## src/rtl/axis_check_module_if.sv

```systemverilog
// AXI-Stream beat bundle carrying the length-tagged test frames into the checker.
// The master drives the beat and the slave returns ready.
interface axis_check_module_if;
   logic [63:0] tdata;
   logic [31:0] tuser;
   logic [7:0]  tkeep;
   logic        tlast;
   logic        tvalid;
   logic        tready;

   modport master (output tdata, output tuser, output tkeep, output tlast, output tvalid,
                   input tready);
   modport slave  (input tdata, input tuser, input tkeep, input tlast, input tvalid,
                   output tready);
endinterface

```

## src/rtl/axis_check_module.sv

```systemverilog
// Sink-side checker for numbered AXI-Stream test frames.
// It checks payload pattern, tkeep shape, length and sequence continuity.
module axis_check_module #(
   parameter logic [15:0] P_MAX_LEN      = 16'd1472,
   parameter int          P_READY_PERIOD = 0
) (
   input  logic                       i_clk,
   input  logic                       i_rst,
   axis_check_module_if.slave         s_axis,
   input  logic                       i_clear,
   output logic [31:0]                o_frame_cnt,
   output logic [31:0]                o_err_cnt,
   output logic [3:0]                 o_err_flags,
   output logic                       o_pass
);

   localparam int          MAX_BEATS   = (int'(P_MAX_LEN) + 7) / 8 + 1;
   localparam logic [15:0] MAX_BEATS_W = 16'(MAX_BEATS);
   localparam bit          RDY_EN      = (P_READY_PERIOD != 0);
   localparam logic [15:0] RDY_LAST    = RDY_EN ? 16'(P_READY_PERIOD - 1) : 16'd0;

   localparam int BIT_KEEP = 3;
   localparam int BIT_SEQ  = 2;
   localparam int BIT_LEN  = 1;
   localparam int BIT_DATA = 0;

   typedef enum logic [1:0] {IDLE, DATA, CHECK} state_t;

   state_t      state_q, state_d;
   logic [15:0] len_q, len_d;
   logic [31:0] seq_q, seq_d;
   logic [15:0] beat_q, beat_d;
   logic        discard_q, discard_d;
   logic [3:0]  frame_err_q, frame_err_d;
   logic        drop_q, drop_d;
   logic [31:0] exp_seq_q, exp_seq_d;
   logic        locked_q, locked_d;
   logic [15:0] rdy_cnt_q, rdy_cnt_d;
   logic        tready_q, tready_d;
   logic [31:0] frame_cnt_q, frame_cnt_d;
   logic [31:0] err_cnt_q, err_cnt_d;
   logic [3:0]  err_flags_q, err_flags_d;
   logic        pass_q, pass_d;

   logic        hs;
   logic        first;
   logic        gap;
   logic [15:0] cur_len;
   logic [31:0] cur_seq;
   logic [15:0] cur_idx;
   logic        cur_disc;
   logic [63:0] exp_word;
   logic [16:0] exp_beats;
   logic [7:0]  last_keep;
   logic [3:0]  beat_err;
   logic        tuser_unused;

   assign tuser_unused = ^s_axis.tuser[31:16];

   // Per-beat checks; on the first beat the length and sequence come straight from the bus.
   always_comb begin
      hs        = s_axis.tvalid & tready_q;
      first     = (state_q == IDLE);
      cur_len   = first ? s_axis.tuser[15:0]  : len_q;
      cur_seq   = first ? s_axis.tdata[63:32] : seq_q;
      cur_idx   = first ? 16'd0 : beat_q;
      cur_disc  = first ? 1'b0  : discard_q;
      exp_word  = {cur_seq, 16'd0, cur_idx};
      exp_beats = ({1'b0, cur_len} + 17'd7) >> 3;
      last_keep = (cur_len[2:0] == 3'd0) ? 8'hFF : ((8'd1 << cur_len[2:0]) - 8'd1);
      beat_err  = 4'b0000;

      if (!cur_disc) begin
         for (int i = 0; i < 8; i++) begin
            if (s_axis.tkeep[i] && (s_axis.tdata[8*i +: 8] != exp_word[8*i +: 8])) begin
               beat_err[BIT_DATA] = 1'b1;
            end
         end
         if (s_axis.tlast ? (s_axis.tkeep != last_keep) : (s_axis.tkeep != 8'hFF)) begin
            beat_err[BIT_KEEP] = 1'b1;
         end
      end

      if (first && ((cur_len == 16'd0) || (cur_len > P_MAX_LEN))) begin
         beat_err[BIT_LEN] = 1'b1;
      end
      if (s_axis.tlast && (({1'b0, cur_idx} + 17'd1) != exp_beats)) begin
         beat_err[BIT_LEN] = 1'b1;
      end
      if (!s_axis.tlast && (cur_idx >= MAX_BEATS_W)) begin
         beat_err[BIT_LEN] = 1'b1;
      end
      if (first && locked_q && (s_axis.tdata[63:32] != exp_seq_q)) begin
         beat_err[BIT_SEQ] = 1'b1;
      end
   end

   // Next-state logic for the frame FSM, statistics and the ready throttle.
   always_comb begin
      state_d     = state_q;
      len_d       = len_q;
      seq_d       = seq_q;
      beat_d      = beat_q;
      discard_d   = discard_q;
      frame_err_d = frame_err_q;
      drop_d      = drop_q;
      exp_seq_d   = exp_seq_q;
      locked_d    = locked_q;
      rdy_cnt_d   = rdy_cnt_q;
      frame_cnt_d = frame_cnt_q;
      err_cnt_d   = err_cnt_q;
      err_flags_d = err_flags_q;
      gap         = 1'b0;

      case (state_q)
         IDLE: begin
            if (hs) begin
               len_d       = cur_len;
               seq_d       = cur_seq;
               beat_d      = 16'd1;
               discard_d   = 1'b0;
               drop_d      = 1'b0;
               frame_err_d = beat_err;
               state_d     = s_axis.tlast ? CHECK : DATA;
            end
         end
         DATA: begin
            if (hs) begin
               frame_err_d = frame_err_q | beat_err;
               if (s_axis.tlast) begin
                  state_d = CHECK;
               end else if (beat_q >= MAX_BEATS_W) begin
                  discard_d = 1'b1;
               end else begin
                  beat_d = beat_q + 16'd1;
               end
            end
         end
         CHECK: begin
            state_d = IDLE;
            if (!drop_q) begin
               frame_cnt_d = frame_cnt_q + 32'd1;
               if ((frame_err_q != 4'b0000) && (err_cnt_q != 32'hFFFF_FFFF)) begin
                  err_cnt_d = err_cnt_q + 32'd1;
               end
               err_flags_d = err_flags_q | frame_err_q;
               exp_seq_d   = seq_q + 32'd1;
               locked_d    = 1'b1;
            end
         end
         default: state_d = IDLE;
      endcase

      // Clear wins over a same-cycle CHECK and poisons whatever frame is in flight.
      if (i_clear) begin
         frame_cnt_d = 32'd0;
         err_cnt_d   = 32'd0;
         err_flags_d = 4'b0000;
         locked_d    = 1'b0;
         drop_d      = 1'b1;
      end

      if (RDY_EN && hs) begin
         gap       = (rdy_cnt_q == RDY_LAST);
         rdy_cnt_d = gap ? 16'd0 : rdy_cnt_q + 16'd1;
      end

      tready_d = (state_d != CHECK) && !gap;
      pass_d   = (frame_cnt_d != 32'd0) && (err_flags_d == 4'b0000);
   end

   always_ff @(posedge i_clk or negedge i_rst) begin
      if (!i_rst) begin
         state_q     <= IDLE;
         len_q       <= 16'd0;
         seq_q       <= 32'd0;
         beat_q      <= 16'd0;
         discard_q   <= 1'b0;
         frame_err_q <= 4'b0000;
         drop_q      <= 1'b0;
         exp_seq_q   <= 32'd0;
         locked_q    <= 1'b0;
         rdy_cnt_q   <= 16'd0;
         tready_q    <= 1'b0;
         frame_cnt_q <= 32'd0;
         err_cnt_q   <= 32'd0;
         err_flags_q <= 4'b0000;
         pass_q      <= 1'b0;
      end else begin
         state_q     <= state_d;
         len_q       <= len_d;
         seq_q       <= seq_d;
         beat_q      <= beat_d;
         discard_q   <= discard_d;
         frame_err_q <= frame_err_d;
         drop_q      <= drop_d;
         exp_seq_q   <= exp_seq_d;
         locked_q    <= locked_d;
         rdy_cnt_q   <= rdy_cnt_d;
         tready_q    <= tready_d;
         frame_cnt_q <= frame_cnt_d;
         err_cnt_q   <= err_cnt_d;
         err_flags_q <= err_flags_d;
         pass_q      <= pass_d;
      end
   end

   assign s_axis.tready = tready_q;
   assign o_frame_cnt   = frame_cnt_q;
   assign o_err_cnt     = err_cnt_q;
   assign o_err_flags   = err_flags_q;
   assign o_pass        = pass_q;

endmodule

```

## src/flat_wrapper.sv

```systemverilog
// flat-port wrapper written by rule: the top's interface ports become plain ports
module axis_check_module_flat 
#(
   parameter logic [15:0] P_MAX_LEN      = 16'd1472,
   parameter int          P_READY_PERIOD = 0
)
  (i_clk, i_rst, i_clear, o_frame_cnt, o_err_cnt, o_err_flags, o_pass, s_axis_tdata, s_axis_tuser, s_axis_tkeep, s_axis_tlast, s_axis_tvalid, s_axis_tready);
  axis_check_module_if s_axis_i ();
  input  logic i_clk;
  input  logic i_rst;
  input  logic i_clear;
  output logic [31:0] o_frame_cnt;
  output logic [31:0] o_err_cnt;
  output logic [3:0] o_err_flags;
  output logic o_pass;
  input wire logic [$bits(s_axis_i.tdata)-1:0] s_axis_tdata;
  input wire logic [$bits(s_axis_i.tuser)-1:0] s_axis_tuser;
  input wire logic [$bits(s_axis_i.tkeep)-1:0] s_axis_tkeep;
  input wire logic [$bits(s_axis_i.tlast)-1:0] s_axis_tlast;
  input wire logic [$bits(s_axis_i.tvalid)-1:0] s_axis_tvalid;
  output wire logic [$bits(s_axis_i.tready)-1:0] s_axis_tready;
  assign s_axis_i.tdata = s_axis_tdata;
  assign s_axis_i.tuser = s_axis_tuser;
  assign s_axis_i.tkeep = s_axis_tkeep;
  assign s_axis_i.tlast = s_axis_tlast;
  assign s_axis_i.tvalid = s_axis_tvalid;
  assign s_axis_tready = s_axis_i.tready;
  axis_check_module #(.P_MAX_LEN(P_MAX_LEN), .P_READY_PERIOD(P_READY_PERIOD)) u_core (.i_clk(i_clk), .i_rst(i_rst), .s_axis(s_axis_i), .i_clear(i_clear), .o_frame_cnt(o_frame_cnt), .o_err_cnt(o_err_cnt), .o_err_flags(o_err_flags), .o_pass(o_pass));
endmodule
```

## config.mk

```make
export PLATFORM = sky130hd
export DESIGN_NAME = axis_check_module_flat
export DESIGN_NICKNAME = d
export VERILOG_FILES = /design/src/rtl/axis_check_module_if.sv /design/src/rtl/axis_check_module.sv /design/src/flat_wrapper.sv
export SDC_FILE = /design/constraint.sdc
export NUM_CORES = 1
export LEC_CHECK = 0
export ABC_AREA = 1
export CAP_MARGIN = 0
export CORE_AREA = 5 5 161 163
export DETAILED_ROUTE_END_ITERATION = 8
export DIE_AREA = 0 0 166 168
export GPL_ROUTABILITY_DRIVEN = 0
export PLACE_DENSITY = 0.77
export SYNTH_ARGS = -nofsm -noshare
export SYNTH_HDL_FRONTEND = slang
export SYNTH_SLANG_ARGS = --single-unit
```

## constraint.sdc

```tcl
create_clock -name i_clk -period 2.31 [get_ports i_clk]
set_input_delay 0.3465 -clock i_clk [delete_from_list [all_inputs] [get_ports i_clk]]
set_output_delay 0.3465 -clock i_clk [all_outputs]
set_load 0.05 [all_outputs]
```

==> results.yml <==
clock_tree:
  clk_path_buf_depth: 2
  cts_sinks: 175
  clk_latency_ns: 0.45
  cts_made_buffers: 17
  root_buffer: "clkbuf_16"
  clk_pin_slew_worst_paths_ns: 0.08
  cts_tree: "yes"
  cts_htree_levels: 4
finish:
  syn2layout_area_growth_pct: 31.0
  final_cells: 2352
  nets: 2136
  fin_util: 0.649
  nFillCells: 2038
  drive_gt1_frac: 0.126
  finish.instance_area_um2: 15700
  n_antenna_cell: 0
routing:
  first_pass_iters: 6
  vias: 12500
  drc: 0
  totalWireLength_um: 35600
  ant_nets: 0
  drt_iter0_markers: 1264
  wire_per_inst_um: 15.2
  vias_per_cell: 5.31
grt:
  grt_antenna_before_repair: 0
  track_usage: 0.246
  grt-ovfl-total: 0
  grt_max_degree: 83
  grt_pass1_vias: 11700
  grt_pass1_wl_um: 57200
job:
  cap_violations: 0
power_and_ir_drop:
  p_sw_frac: 0.368
  cellLeakagePower_nw: 7.29
  combPwrFrac: 0.327
  ir_worst_vdd_mv: 0.500
  clkPwrFrac: 0.290
  seq_power_share: 0.383
  powerDensity_nw_per_um2: 673
  switchingPower_mw: 3.89
  internal_power_mw: 6.68
sta:
  period_share: 1.01
  timing.slew.headroom: 0.622
  slew_violations: 0
  fin_setup_tns_ns: -0.0158
  finalSetupViolations: 1
  skew_ns: 0.0236
  rsz0062_at_grt: "yes"
  period_needed_ns: 2.33
  setup_ws_ns: -0.0158
  finalHoldViolations: 0
  worstMarginPinSlew_ns: 0.566
  fmax_mhz: 430
  holdWs_ns: 0.419
critical_path:
  rr_worst_depth: 17
  crit_path_frequent_cell: "nand2_1"
  cp-start-kind: "flip-flop"
  end_kind: "flip-flop"
  path_delay_family: "simple AND/OR/NAND/NOR gates"
  crit_buf_inv: 4
  crit_start: "u_core.state_q[0]"
  crit_slowest_cell: "dfrtp_2"
  slowest_delay_ns: 0.47
  worst-path-max-fanout: 13
  endpoint: "u_core.frame_err_q[1]"
  r2r_setup_slack_ns: -0.02
  r2r_start: "u_core.state_q[0]"
  path_cells: "nor2_4, buf_12, buf_12, buf_12, nor2_8, buf_4, or2_2, nand2_1, nand2_1, nand2_1, nand2_1, nor2_1, nand2_1, nor2_1, nand3_1, nand2_1, nand2_1"
  cp.required_ns: 2.64
  criticalPathCategory: "flip-flop to flip-flop"
  rr_endpoint: "u_core.frame_err_q[1]"
  cp.depth: 17
  cp.arrival_ns: 2.65
floorplan:
  die_w_um: 166
  die_y_um: 168
  rows: 57
  io_pins: 179
  core_um2: 24200
  fp.dieArea_um2: 27900
  start_util: 0.495
yosys:
  syn_area_um2: 12000
  synth_simple_gate_area_frac: 0.373
  synthAdderAreaFrac: 0.0125
  yosysWarnings: 0
  synth-compound-area-share: 0.0994
  yosys-mux-area-fraction: 0
  synth_xor_xnor_area_share: 0.0512
  synth_top_family_by_area: "simple AND/OR/NAND/NOR gates"
  ys_seq_elements: 175
  yosysUniqueCellTypes: 54
  seq_area_frac_synth: 0.366
  syn_nets: 1882
  syn_inst: 1761
  avgSynthCellArea_um2: 6.80
outcome:
  failed_checks: "setup timing"
  outcome: "finished with violations"
placed_design:
  hpwl_um: 26200
  placed_area_um2: 14500
  portBuffers: 162
  dp_cells: 2297
hold_path:
  hold_path_class: "input pin to asynchronous set/reset pin"
per-stage QoR:
step           worst slack, ns  power (mW)
2_1_floorplan         0.000157        6.15
3_3_place_gp           -0.0807        7.15
3_5_place_dp            -0.111        7.26
4_1_cts               -0.00786        10.4
5_1_grt                 -0.149        11.2
6_report               -0.0158        10.6
worst min path at each step:
stage                     start                endpoint  slack, ns
after floorplan           i_rst        u_core.beat_q[0]       0.05
after global placement    i_rst  u_core.o_frame_cnt[11]       0.32
after detailed placement  i_rst  u_core.o_frame_cnt[11]       0.33
after CTS                 i_rst  u_core.o_frame_cnt[11]       0.43
after global routing      i_rst  u_core.o_frame_cnt[13]       0.46
final                     i_rst  u_core.o_frame_cnt[11]       0.42
repair_timing:
action / 4_1_cts / 5_1_grt
setup buffers: 0 / 20
resized for setup: 10 / 75
endpoints found under the hold margin: 41 / 0
gates cloned: 0 / 2
pin swaps: 1 / 30
hold buffers: 1 / 0
endpoints found under the setup margin: 3 / 18
sequential cells by signal, summed over array words and instances (netlist names):
name                  count
u_core.drop_q             1
u_core.seq_q             32
u_core.o_err_flags        4
u_core.beat_q            16
u_core.state_q            2
u_core.frame_err_q        4
u_core.len_q             16
u_core.o_pass             1
u_core.o_frame_cnt       32
u_core.exp_seq_q         32
u_core.s_axis.tready      1
u_core.o_err_cnt         32
u_core.locked_q           1
u_core.discard_q          1
cells in the final DEF, fill, tap and decap left out, drive strengths merged, types with 2 or more instances in the layout:
cell,count
a211oi,2
a21boi,2
a21o,2
a21oi,42
a31oi,2
buf,109
bufinv,2
clkbuf,18
clkdlybuf4s50,161
clkinv,5
clkinvlp,3
dfrtp,175
ha,12
inv,260
nand2,532
nand3,145
nand3b,12
nand4,45
nor2,177
nor3,56
nor4,22
o2111ai,5
o211ai,2
o21a,3
o21ai,121
o21bai,6
o22ai,9
o31ai,10
or2,9
xnor2,28
xor2,42
final cells by class:
class                   count  area (um^2)  share of cell area
clock inverters            15          186              0.0119
inverters                 255          973              0.0620
clock buffers              17          425              0.0271
well taps                 324          405              0.0258
repair buffers            272         2620               0.167
flip-flops and latches    175         4380               0.279
multi-input cells        1294         6700               0.427
logic make-up after synthesis:
family / Yosys count
simple gates: 1001
xor+xnor: 70
buf+inv: 293
fa+ha+maj: 12
flops: 175
compound gates: 210
synth_stat cells (all sizes together):
cell type  instances  area [um^2]
nand3b            12         90.1
a21oi             42          210
xor2              42          368
a41oi              1         8.76
or2                9         56.3
nor4b              1         8.76
o21ai            121          632
nor3b              1         7.51
o221ai             1         8.76
o22ai              9         56.3
xnor2             28          245
dfrtp            175         4380
o21bai             6         45.0
a22o               1         8.76
inv              252          946
a22oi              1         7.51
nand4             45          288
ha                12          150
a31oi              2         12.5
nor4              22          138
o31ai             10         75.1
o21a               3         22.5
a21boi             2         15.0
o211ai             2         15.0
a211oi             2         15.0
nand3            145          753
buf               17          139
clkbuf            21         78.8
nand2            531         2070
and3               1         6.26
and2               1         6.26
a21o               2         15.0
nor3              56          300
o2111ai            5         43.8
nor2             177          746
clkinv             3         11.3
power groups by stage:
stage	combinational [mW]	sequential [mW]	clock, mW
5_1_grt	3.85	4.11	3.26
3_5_place_dp	3.18	4.08	0
3_3_place_gp	3.09	4.06	0
2_1_floorplan	2.15	4.00	0
6_report	3.45	4.05	3.07
4_1_cts	3.23	4.03	3.11
metal layers:
metal / vias up / GRT usage / wire length [um]
met1: 5751 / 0.332 / 15800
li1: 6192 / - / -
met3: 81 / 0.0448 / 2210
met5: - / 0 / 0
met2: 460 / 0.398 / 16500
met4: 0 / 0.0890 / 1120
(Power assumes the default switching activity.)
